File: src/rtl/ripple_carry_adder.sv
// Parameterised ripple-carry adder with a single registered output stage.
// A chain of WIDTH full-adder cells feeds a capture register. The register is
// qualified by in_valid, so the result appears one cycle after an accepted input.
// Optional feature macro: RIPPLE_CARRY_ADDER_OVF_EN adds a registered
// two's-complement overflow output, ovf.
module ripple_carry_adder #(
    parameter int unsigned WIDTH = 4
) (
    input  logic             clock,
    input  logic             reset_n,
    input  logic             in_valid,
    input  logic [WIDTH-1:0] in1,
    input  logic [WIDTH-1:0] in2,
    input  logic             cin,
    output logic [WIDTH-1:0] sum,
    output logic             cout,
`ifdef RIPPLE_CARRY_ADDER_OVF_EN
    output logic             ovf,
`endif
    output logic             out_valid
);

    // c[i] is the carry into cell i; c[WIDTH] is the carry out of the MSB.
    logic [WIDTH:0]   c;
    logic [WIDTH-1:0] s;

    assign c[0] = cin;

    // Explicit full-adder cell chain, LSB to MSB.
    for (genvar i = 0; i < WIDTH; i++) begin : g_cell
        logic p;
        assign p      = in1[i] ^ in2[i];
        assign s[i]   = p ^ c[i];
        assign c[i+1] = (in1[i] & in2[i]) | (c[i] & p);
    end

    // Output register: capture on an accepted cycle, otherwise hold data and drop valid.
    always_ff @(posedge clock or negedge reset_n) begin
        if (!reset_n) begin
            sum       <= '0;
            cout      <= 1'b0;
            out_valid <= 1'b0;
        end else begin
            out_valid <= in_valid;
            if (in_valid) begin
                sum  <= s;
                cout <= c[WIDTH];
            end
        end
    end

`ifdef RIPPLE_CARRY_ADDER_OVF_EN
    // Signed overflow: the carry into the sign bit differs from the carry out of it.
    always_ff @(posedge clock or negedge reset_n) begin
        if (!reset_n) begin
            ovf <= 1'b0;
        end else if (in_valid) begin
            ovf <= c[WIDTH] ^ c[WIDTH-1];
        end
    end
`endif

endmodule

File: config.mk
export PLATFORM = sky130hd
export DESIGN_NAME = ripple_carry_adder
export DESIGN_NICKNAME = d
export VERILOG_FILES = /design/src/rtl/ripple_carry_adder.sv
export SDC_FILE = /design/constraint.sdc
export NUM_CORES = 1
export LEC_CHECK = 0
export ABC_AREA = 1
export CAP_MARGIN = 25
export CORE_AREA = 3 3 40 42
export DETAILED_ROUTE_END_ITERATION = 8
export DIE_AREA = 0 0 43 45
export PLACE_DENSITY = 0.55
export SYNTH_ARGS = -nofsm -noshare
export SYNTH_HDL_FRONTEND = slang
export SYNTH_SLANG_ARGS = --single-unit
export TNS_END_PERCENT = 1
File: constraint.sdc
create_clock -name clock -period 2.4 [get_ports clock]
set_clock_uncertainty 0.2 [all_clocks]
set_input_delay 0.72 -clock clock [delete_from_list [all_inputs] [get_ports clock]]
set_output_delay 0.72 -clock clock [all_outputs]
set_load 0.1 [all_outputs]
# Word level (Yosys, flattened, before mapping)
# Index checks and enable logic that the tools add are counted.
[totals]
output_inout_bits = 6
ramBits = 0
latchBits = 0
reg_bits = 6
mem_bits_ro = 0
wordCells = 23
mem_count = 0
in_bits = 12
[op_classes]
div_mod_pow = 0
addsub = 0
eq_ne = 0
shifts = 0
multipliers = 0
n_reduce_logical = 0
n_lt_le_gt_ge = 0
n_mux = 0
n_bitwise = 20
[ops]
columns = ["operator", "n"]
rows = [
  ["bitwise AND 1 bit", 8],
  ["XOR 1 bit", 8],
  ["bitwise OR 1 bit", 4],
]

# Logic depth before layout (Yosys ltp)
# Gate-level depths: netlist of the first run.
[logic_depth]
ltp_word = 9
mapped_depth = 10
mapped_depth_nobuf = 10

# Least setup slack after synthesis of the first run
# Ideal clock, no wire load.
[synth_path]
path_kind = "input to register"
startpoint = "input port in1[0]"
endpoint = "register sum[3]"
arrival_ps = 2315
required_ps = 2133
setup_ps = 67
cell_stages = 10
setup_slack_ps = -182
path_buffers = 0
path_cell_list = "fa_1 -> inv_1 -> fa_1 -> inv_1 -> fa_1 -> inv_1 -> fa_1 -> inv_1 -> nand2_1 -> nand2_1"
[synth_via]
elab_chain_cells = 8
elab_cells_between_ends = 9
classes_between = "bitwise: 9"
[synth_rtl]
columns = ["item", "line", "source"]
rows = [
  ["start, declared", "12", "input logic [WIDTH-1:0] in1,"],
  ["XOR 1 bit", "32", "assign p = in1[i] ^ in2[i];"],
  ["bitwise AND 1 bit", "34", "assign c[i+1] = (in1[i] & in2[i]) | (c[i] & p);"],
  ["bitwise OR 1 bit *", "34", ""],
  ["bitwise AND 1 bit *", "34", ""],
  ["bitwise OR 1 bit *", "34", ""],
  ["bitwise AND 1 bit *", "34", ""],
  ["bitwise OR 1 bit *", "34", ""],
  ["XOR 1 bit *", "33", "assign s[i] = p ^ c[i];"],
  ["end signal, assigned", "46", "sum <= s;"],
  ["end, declared", "15", "output logic [WIDTH-1:0] sum,"],
]
# Mark *: on every way between the ends. The rest lies on a longest branch, timed or not.
# A chain may end at the register's enable or synchronous reset.

# Final worst setup path of the first run
# Ends and elaborated chain as after synthesis.

==> report_table.html, run 1 <==
<table>
<tr><th>Metric</th><th>Value</th></tr>
<tr><th colspan="2">Outcome</th></tr>
<tr><td>Outcome</td><td>complete, but fails checks</td></tr>
<tr><td>Violated checks</td><td>negative setup slack</td></tr>
<tr><th colspan="2">Final layout</th></tr>
<tr><td>Area used by multi-input combinational logic</td><td>144 sq um</td></tr>
<tr><td>Area overhead of the layout relative to synthesis</td><td>77.9%</td></tr>
<tr><td>Final-layout fill cell count</td><td>131</td></tr>
<tr><td>Combined flip-flop and latch cell area</td><td>150 sq um</td></tr>
<tr><td>Final instance count without filler cells</td><td>71</td></tr>
<tr><td>Total inserted antenna cells</td><td>0</td></tr>
<tr><td>Number of nets in the layout</td><td>74</td></tr>
<tr><td>Share of cells above drive strength 1</td><td>37.5%</td></tr>
<tr><th colspan="2">Timing</th></tr>
<tr><td># setup viols final</td><td>1</td></tr>
<tr><td>Final critical delay including setup and external delays</td><td>2.42 ns</td></tr>
<tr><td>Max Freq</td><td>414 MHz</td></tr>
<tr><td>Number of pins with negative max-slew slack in the final report</td><td>0</td></tr>
<tr><td>Final Worst Setup Slack</td><td>-0.0180 ns</td></tr>
<tr><td>Setup total negative slack</td><td>-0.0180 ns</td></tr>
<tr><td>Number of endpoints with negative hold slack in the final report</td><td>0</td></tr>
<tr><td>RSZ-0062 raised after global routing</td><td>yes</td></tr>
<tr><td>Final period utilization</td><td>101%</td></tr>
<tr><td>Worst hold margin</td><td>0.333 ns</td></tr>
<tr><td>Headroom to the max-slew limit</td><td>80.7%</td></tr>
<tr><td>Tightest Pin Transition</td><td>0.288 ns</td></tr>
<tr><th colspan="2">Synth</th></tr>
<tr><td>Cell type contributing the most total cell area after synthesis</td><td>dfrtp_1</td></tr>
<tr><td>Top cells by area, synth</td><td>dfrtp_1 46%, fa_1 24%, nand2_1 17%, inv_1 11%, inv_2 1.1%</td></tr>
<tr><td>Yosys warnings</td><td>0</td></tr>
<tr><td>Cell variety after synth</td><td>5</td></tr>
<tr><td>Area share of xor/xnor cells in the synthesized design</td><td>0%</td></tr>
<tr><td>Register bit count reported by yosys</td><td>6</td></tr>
<tr><td>Synth Area in Adders</td><td>24.4%</td></tr>
<tr><td>Mux share of post-synthesis cell area</td><td>0%</td></tr>
<tr><td>Post-synthesis share of cell area spent on and, or, nand and nor gates</td><td>17.2%</td></tr>
<tr><td>Post-synthesis cell count</td><td>36</td></tr>
<tr><td>Synthesized net count</td><td>52</td></tr>
<tr><td>Sequential fraction of the synthesis area</td><td>45.8%</td></tr>
<tr><td>Main combinational cell family by area after synthesis</td><td>adder cells</td></tr>
<tr><td>Syn avg cell area</td><td>9.11 sq um</td></tr>
<tr><td>Post-synthesis compound-gate area fraction</td><td>0%</td></tr>
<tr><td>Area share of the largest cell type after synthesis</td><td>45.8%</td></tr>
<tr><td>Cell Area, Synth</td><td>328 sq um</td></tr>
<tr><th colspan="2">Global routing</th></tr>
<tr><td>Pin count of the biggest net entering global routing</td><td>8</td></tr>
<tr><td>GR Overflow Total</td><td>0</td></tr>
<tr><td>Via count of the first global-routing pass</td><td>287</td></tr>
<tr><td>Global-route wire length before repair</td><td>1120 um</td></tr>
<tr><td>Antenna violations before repair</td><td>0</td></tr>
<tr><td>Global routing usage summed across all routing layers</td><td>8.44%</td></tr>
<tr><th colspan="2">Flow run</th></tr>
<tr><td>Maximum Capacitance Violations</td><td>0</td></tr>
<tr><th colspan="2">Pwr</th></tr>
<tr><td>Total power draw</td><td>0.443 mW</td></tr>
<tr><td>IR Drop Worst-Case VDD</td><td>0.000247 V</td></tr>
<tr><td>Total power density per cell area</td><td>759 mW/mm^2</td></tr>
<tr><td>LEAKAGE</td><td>0.307 nW</td></tr>
<tr><th colspan="2">Critical path</th></tr>
<tr><td>Arrival time at the worst endpoint</td><td>2.40 ns</td></tr>
<tr><td>Required @ worst endpoint</td><td>2.38 ns</td></tr>
<tr><td>Critical Path Start Type</td><td>input port</td></tr>
<tr><td>Critical path class</td><td>in -&gt; reg</td></tr>
<tr><td>Element type at the critical path end</td><td>flop</td></tr>
<tr><td>Largest fanout on the critical path</td><td>1</td></tr>
<tr><th colspan="2">Clock tree</th></tr>
<tr><td>Number of buffers inserted by post-CTS setup repair</td><td>0</td></tr>
<tr><td>Sink count of the clock tree</td><td>6</td></tr>
<tr><td>CTS root buf</td><td>clkbuf_4</td></tr>
<tr><td>TritonCTS clock tree</td><td>built</td></tr>
<tr><td>Insertion delay of the later-clocked pin in the worst-skew pair</td><td>0.24 ns</td></tr>
<tr><td>Deepest clock path buffer count</td><td>2</td></tr>
<tr><td>Clock transition at the registers of the reported paths</td><td>0.04 ns</td></tr>
<tr><td>Hold-fix buffers at CTS</td><td>0</td></tr>
<tr><td>H-tree levels</td><td>1</td></tr>
<tr><td>TritonCTS buffer count</td><td>3</td></tr>
<tr><th colspan="2">Die</th></tr>
<tr><td>Chip height</td><td>45 um</td></tr>
<tr><td>Die Wd</td><td>43 um</td></tr>
<tr><td>Number of top-level pins</td><td>18</td></tr>
<tr><td>Count of standard-cell rows</td><td>13</td></tr>
<tr><td>Die Outline Area</td><td>0.00194 sq mm</td></tr>
<tr><td>Initial Utilization</td><td>25.5%</td></tr>
<tr><td>Area of the core</td><td>0.00128 sq mm</td></tr>
<tr><th colspan="2">Placed design</th></tr>
<tr><td>Placed cell count</td><td>68</td></tr>
<tr><td>Routability congestion estimate from global placement</td><td>0.660</td></tr>
<tr><td>Post-DP HPWL</td><td>562 um</td></tr>
<tr><td>Port Buf Inserts</td><td>17</td></tr>
<tr><th colspan="2">Routing</th></tr>
<tr><td>Wire length after detailed routing</td><td>627 um</td></tr>
<tr><td>Via count of the routed design</td><td>282</td></tr>
<tr><td>Routed wire per std cell</td><td>8.83 um</td></tr>
<tr><td>Vias per std cell</td><td>3.97</td></tr>
<tr><td>Detailed-route DRC error count</td><td>0</td></tr>
<tr><td>Initial DRT Pass Iterations</td><td>2</td></tr>
<tr><td>Initial detailed-routing violation count</td><td>2</td></tr>
<tr><td>Antenna-violating nets left</td><td>0</td></tr>
<tr><th colspan="2">Worst hold path</th></tr>
<tr><td>Min-Delay Path Class</td><td>reg -&gt; reg</td></tr>
</table>
[cell type report]
cell class	instances	area share, %
inverters	11	7.08
clock buffers	3	3.86
repair buffers	17	35.4
multi-input cells	19	24.7
flip-flops and latches	6	25.8
well taps	15	3.22
[layout by cell type, fill, tap and decap left out]
master,Yosys,routed
buf_4,0,1
inv_2,1,6
dlygate4sd2_1,0,2
buf_2,0,2
fa_1,4,1
clkbuf_4,0,3
nand2_1,15,15
clkdlybuf4s50_1,0,6
buf_12,0,5
inv_1,10,5
buf_6,0,1
dfrtp_1,6,6
fa_2,0,3
[repair_timing]
| item | in CTS | in global routing |
|---|---|---|
| pin swaps | 5 | 0 |
| cloned | 0 | 0 |
| endpoints found under the setup margin | 3 | 1 |
| resized for setup | 17 | 0 |
[state kept, by name, summed over array words and instances, names as in the netlist]
name and count:
cout 1, sum 4, out_valid 1
[critical path, cell delays in order]
cell and delay (ns):
buf_6 0.09, fa_2 0.37, inv_2 0.06, fa_2 0.18, inv_2 0.04, fa_2 0.32, inv_2 0.06, fa_1 0.39
inv_1 0.06, nand2_1 0.05, nand2_1 0.06
[Yosys cell counts]
library cell and instances:
dfrtp_1 6, fa_1 4, inv_1 10, inv_2 1, nand2_1 15
[metrics by stage]
stage	setup WS, ns	instance area (sq um)	utilization, %
global route	-0.106	583	45.4
global placement	-0.676	572	44.5
finish	-0.0180	583	45.4
CTS	-0.0286	583	45.4
detailed placement	-0.704	572	44.5
floorplan	-0.171	335	-
[routing by layer]
| layer | track usage (%) | vias up | share of wire [%] | wire length, um |
|---|---|---|---|---|
| li1 | - | 137 | - | - |
| met1 | 8.52 | 128 | 35 | 221 |
| met2 | 12.6 | 15 | 47 | 293 |
| met3 | 4.78 | 2 | 15 | 97 |
| met4 | 7.23 | 0 | 2.2 | 14 |
| met5 | 0 | - | 0 | 0 |
[power by group]
| group | switching [mW] | internal, mW |
|---|---|---|
| registers | 0.0149 | 0.116 |
| clock network | 0.0327 | 0.0563 |
| logic | 0.141 | 0.0812 |
| total | 0.189 | 0.254 |
[worst paths after layout]
check | start | endpoint | slack (ns) | cells after the start
max | in1[0] | sum[3] | -0.02 | 11
min | cout | cout | 0.33 | 2
max reg2reg | sum[0] | sum[0] | 1.55 | 2
min reg2reg | cout | cout | 0.33 | 2
max in group asynchronous | reset_n | out_valid | 1.26 | 1
min in group asynchronous | reset_n | sum[2] | 0.53 | 1
[kinds of logic after synthesis]
group / count (synthesis)
adders and majority gates: 4
and+or+nand+nor: 15
buffers and inverters: 11
DFF: 6
(Power assumes the default switching activity.)
==> run 2: changes to the inputs <==
--- a/constraint.sdc
+++ b/constraint.sdc
@@ -3,3 +3,3 @@
 set_input_delay 0.72 -clock clock [delete_from_list [all_inputs] [get_ports clock]]
 set_output_delay 0.72 -clock clock [all_outputs]
-set_load 0.1 [all_outputs]
+set_load 0.005 [all_outputs]
==> run 2 against run 1 <==
Against the previous run:
- the flow still finishes with violations (negative setup slack)
- sequential cell count stayed put
- combinational power is 62% lower
- core utilization is 3.7 points lower
- non-clock buffer count stayed put
- total power is 33% lower
- design area is 8.2% lower
- critical path type unchanged
==> report_table.html, run 2 (synthesized netlist as in run 1, its figures left out) <==
<table>
<tr><th>Metric</th><th>Value</th></tr>
<tr><th colspan="2">Clock tree</th></tr>
<tr><td>Deepest clock path buffer count</td><td>2</td></tr>
<tr><td>Sink count of the clock tree</td><td>6</td></tr>
<tr><td>Number of buffers inserted by post-CTS setup repair</td><td>0</td></tr>
<tr><td>Insertion delay of the later-clocked pin in the worst-skew pair</td><td>0.24 ns</td></tr>
<tr><td>H-tree levels</td><td>1</td></tr>
<tr><td>TritonCTS buffer count</td><td>3</td></tr>
<tr><td>Clock transition at the registers of the reported paths</td><td>0.04 ns</td></tr>
<tr><td>TritonCTS clock tree</td><td>built</td></tr>
<tr><td>Hold-fix buffers at CTS</td><td>0</td></tr>
<tr><td>CTS root buf</td><td>clkbuf_4</td></tr>
<tr><th colspan="2">Timing</th></tr>
<tr><td>Final period utilization</td><td>101%</td></tr>
<tr><td># setup viols final</td><td>1</td></tr>
<tr><td>Setup total negative slack</td><td>-0.0267 ns</td></tr>
<tr><td>Headroom to the max-slew limit</td><td>80.6%</td></tr>
<tr><td>Number of endpoints with negative hold slack in the final report</td><td>0</td></tr>
<tr><td>Tightest Pin Transition</td><td>0.290 ns</td></tr>
<tr><td>Number of pins with negative max-slew slack in the final report</td><td>0</td></tr>
<tr><td>Max Freq</td><td>412 MHz</td></tr>
<tr><td>RSZ-0062 raised after global routing</td><td>yes</td></tr>
<tr><td>Final critical delay including setup and external delays</td><td>2.43 ns</td></tr>
<tr><td>Final Worst Setup Slack</td><td>-0.0267 ns</td></tr>
<tr><th colspan="2">Critical path</th></tr>
<tr><td>Element type at the critical path end</td><td>flop</td></tr>
<tr><td>Critical path class</td><td>in -&gt; reg</td></tr>
<tr><td>Largest fanout on the critical path</td><td>1</td></tr>
<tr><td>Arrival time at the worst endpoint</td><td>2.40 ns</td></tr>
<tr><td>Critical Path Start Type</td><td>input port</td></tr>
<tr><td>Required @ worst endpoint</td><td>2.38 ns</td></tr>
<tr><th colspan="2">Pwr</th></tr>
<tr><td>IR Drop Worst-Case VDD</td><td>0.000229 V</td></tr>
<tr><td>Total power density per cell area</td><td>558 mW/mm^2</td></tr>
<tr><td>Total power draw</td><td>0.299 mW</td></tr>
<tr><td>LEAKAGE</td><td>0.280 nW</td></tr>
<tr><th colspan="2">Final layout</th></tr>
<tr><td>Area used by multi-input combinational logic</td><td>144 sq um</td></tr>
<tr><td>Most frequent cells in the layout</td><td>15 x nand2_1, 12 x clkdlybuf4s50_1, 6 x inv_2, 6 x dfrtp_1, 5 x inv_1</td></tr>
<tr><td>Combined flip-flop and latch cell area</td><td>150 sq um</td></tr>
<tr><td>Leading registers by flop count</td><td>sum x4, cout x1, out_valid x1</td></tr>
<tr><td>Final Instance Area</td><td>536 sq um</td></tr>
<tr><td>Number of flip-flops under the largest register name</td><td>4</td></tr>
<tr><td>Total inserted antenna cells</td><td>0</td></tr>
<tr><td>Share of cells above drive strength 1</td><td>26.8%</td></tr>
<tr><td>Number of nets in the layout</td><td>74</td></tr>
<tr><td>Commonest non-fill, non-tap cell in the layout</td><td>nand2_1</td></tr>
<tr><td>Register name with the most flops</td><td>sum</td></tr>
<tr><td>Final-layout fill cell count</td><td>138</td></tr>
<tr><td>Area overhead of the layout relative to synthesis</td><td>63.4%</td></tr>
<tr><th colspan="2">Placed design</th></tr>
<tr><td>Routability congestion estimate from global placement</td><td>0.639</td></tr>
<tr><td>Port Buf Inserts</td><td>17</td></tr>
<tr><td>Post-Place Cell Area</td><td>524 sq um</td></tr>
<tr><th colspan="2">Die</th></tr>
<tr><td>Number of top-level pins</td><td>18</td></tr>
<tr><td>Chip height</td><td>45 um</td></tr>
<tr><td>Count of standard-cell rows</td><td>13</td></tr>
<tr><td>Die Outline Area</td><td>0.00194 sq mm</td></tr>
<tr><td>Die Wd</td><td>43 um</td></tr>
<tr><td>Area of the core</td><td>0.00128 sq mm</td></tr>
<tr><td>Initial Utilization</td><td>25.5%</td></tr>
<tr><th colspan="2">Global routing</th></tr>
<tr><td>Met1 track demand over resource</td><td>9.75%</td></tr>
<tr><td>Pin count of the biggest net entering global routing</td><td>8</td></tr>
<tr><td>GR Overflow Total</td><td>0</td></tr>
<tr><td>Global-route wire length before repair</td><td>1190 um</td></tr>
<tr><td>Via count of the first global-routing pass</td><td>281</td></tr>
<tr><td>Met3 track demand over resource in global routing</td><td>5.98%</td></tr>
<tr><td>Global routing usage summed across all routing layers</td><td>9.02%</td></tr>
<tr><td>Layer with the highest usage after global routing</td><td>met2</td></tr>
<tr><td>Antenna violations before repair</td><td>0</td></tr>
<tr><td>GR met2 Demand/Resource</td><td>12.3%</td></tr>
<tr><th colspan="2">Routing</th></tr>
<tr><td>Detailed-route DRC error count</td><td>0</td></tr>
<tr><td>Wire length after detailed routing</td><td>654 um</td></tr>
<tr><td>Antenna-violating nets left</td><td>0</td></tr>
<tr><td>Via count of the routed design</td><td>280</td></tr>
<tr><td>Initial detailed-routing violation count</td><td>6</td></tr>
<tr><td>Initial DRT Pass Iterations</td><td>4</td></tr>
<tr><td>Routed wire per std cell</td><td>9.21 um</td></tr>
<tr><td>Vias per std cell</td><td>3.94</td></tr>
<tr><th colspan="2">Flow run</th></tr>
<tr><td>Maximum Capacitance Violations</td><td>0</td></tr>
<tr><th colspan="2">Outcome</th></tr>
<tr><td>Violated checks</td><td>negative setup slack</td></tr>
<tr><td>Outcome</td><td>complete, but fails checks</td></tr>
<tr><th colspan="2">Worst hold path</th></tr>
<tr><td>Min-Delay Path Class</td><td>reg -&gt; reg</td></tr>
</table>
==> run 2: cell count changes in the layout (fill, tap and decap cells not counted), sizes merged <==
cell	previous run	this run
buf	9	3
clkdlybuf4s50	6	12
==> run 2: final timing paths <==
kind                         start  endpoint  slack [ns]  cells after the start
setup / recovery               cin    sum[3]       -0.03                     11
hold / removal              sum[0]    sum[0]        0.27                      2
setup reg to reg            sum[1]    sum[1]        1.58                      2
hold reg to reg             sum[0]    sum[0]        0.27                      2
max in group asynchronous  reset_n      cout        1.26                      1
min in group asynchronous  reset_n    sum[3]        0.52                      1
==> run 2: timing repair <==
action | CTS | global route
gates resized for setup | 17 | 0
pin swaps | 5 | 0
setup endpoints to repair | 3 | 1
==> run 2: worst max-delay path, cell delays in order <==
cell     delay [ns]
buf_6          0.09
fa_2           0.37
inv_2          0.06
fa_2           0.18
inv_2          0.04
fa_2           0.33
inv_2          0.06
fa_1           0.39
inv_1          0.06
nand2_1        0.04
nand2_1        0.07
==> run 2: routing by layer <==
metal	vias up	routed length, um
li1	138	-
met1	127	263
met2	13	300
met3	2	86
met4	0	4
met5	-	0
==> run 2: cell type report <==
| class | instances | area share (%) |
|---|---|---|
| Timing Repair Buffer | 17 | 29.7 |
| Sequential cell | 6 | 28.0 |
| Multi-Input combinational cell | 19 | 26.9 |
| Inverter | 11 | 7.71 |
| Clock buffer | 3 | 4.21 |
| Tap cell | 15 | 3.50 |
==> run 2: power by group <==
group	leakage, nW	total (mW)	internal, mW	switching [mW]
combinational	0.193	0.0855	0.0519	0.0336
sequential	0.0725	0.124	0.116	0.00809
clock	0.0138	0.0891	0.0563	0.0328
total	0.280	0.299	0.224	0.0745
==> run 2: stage by stage <==
| step | hold WS, ns | utilization [%] | instances | worst slack (ns) |
|---|---|---|---|---|
| 2_1_floorplan | 0.224 | - | 36 | -0.162 |
| 3_3_place_gp | 0.254 | 40.8 | 68 | -0.669 |
| 3_5_place_dp | 0.265 | 40.8 | 68 | -0.690 |
| 4_1_cts | 0.274 | 41.7 | 71 | -0.0347 |
| 5_1_grt | 0.288 | 41.7 | 71 | -0.0905 |
| 6_report | 0.270 | 41.7 | 71 | -0.0267 |
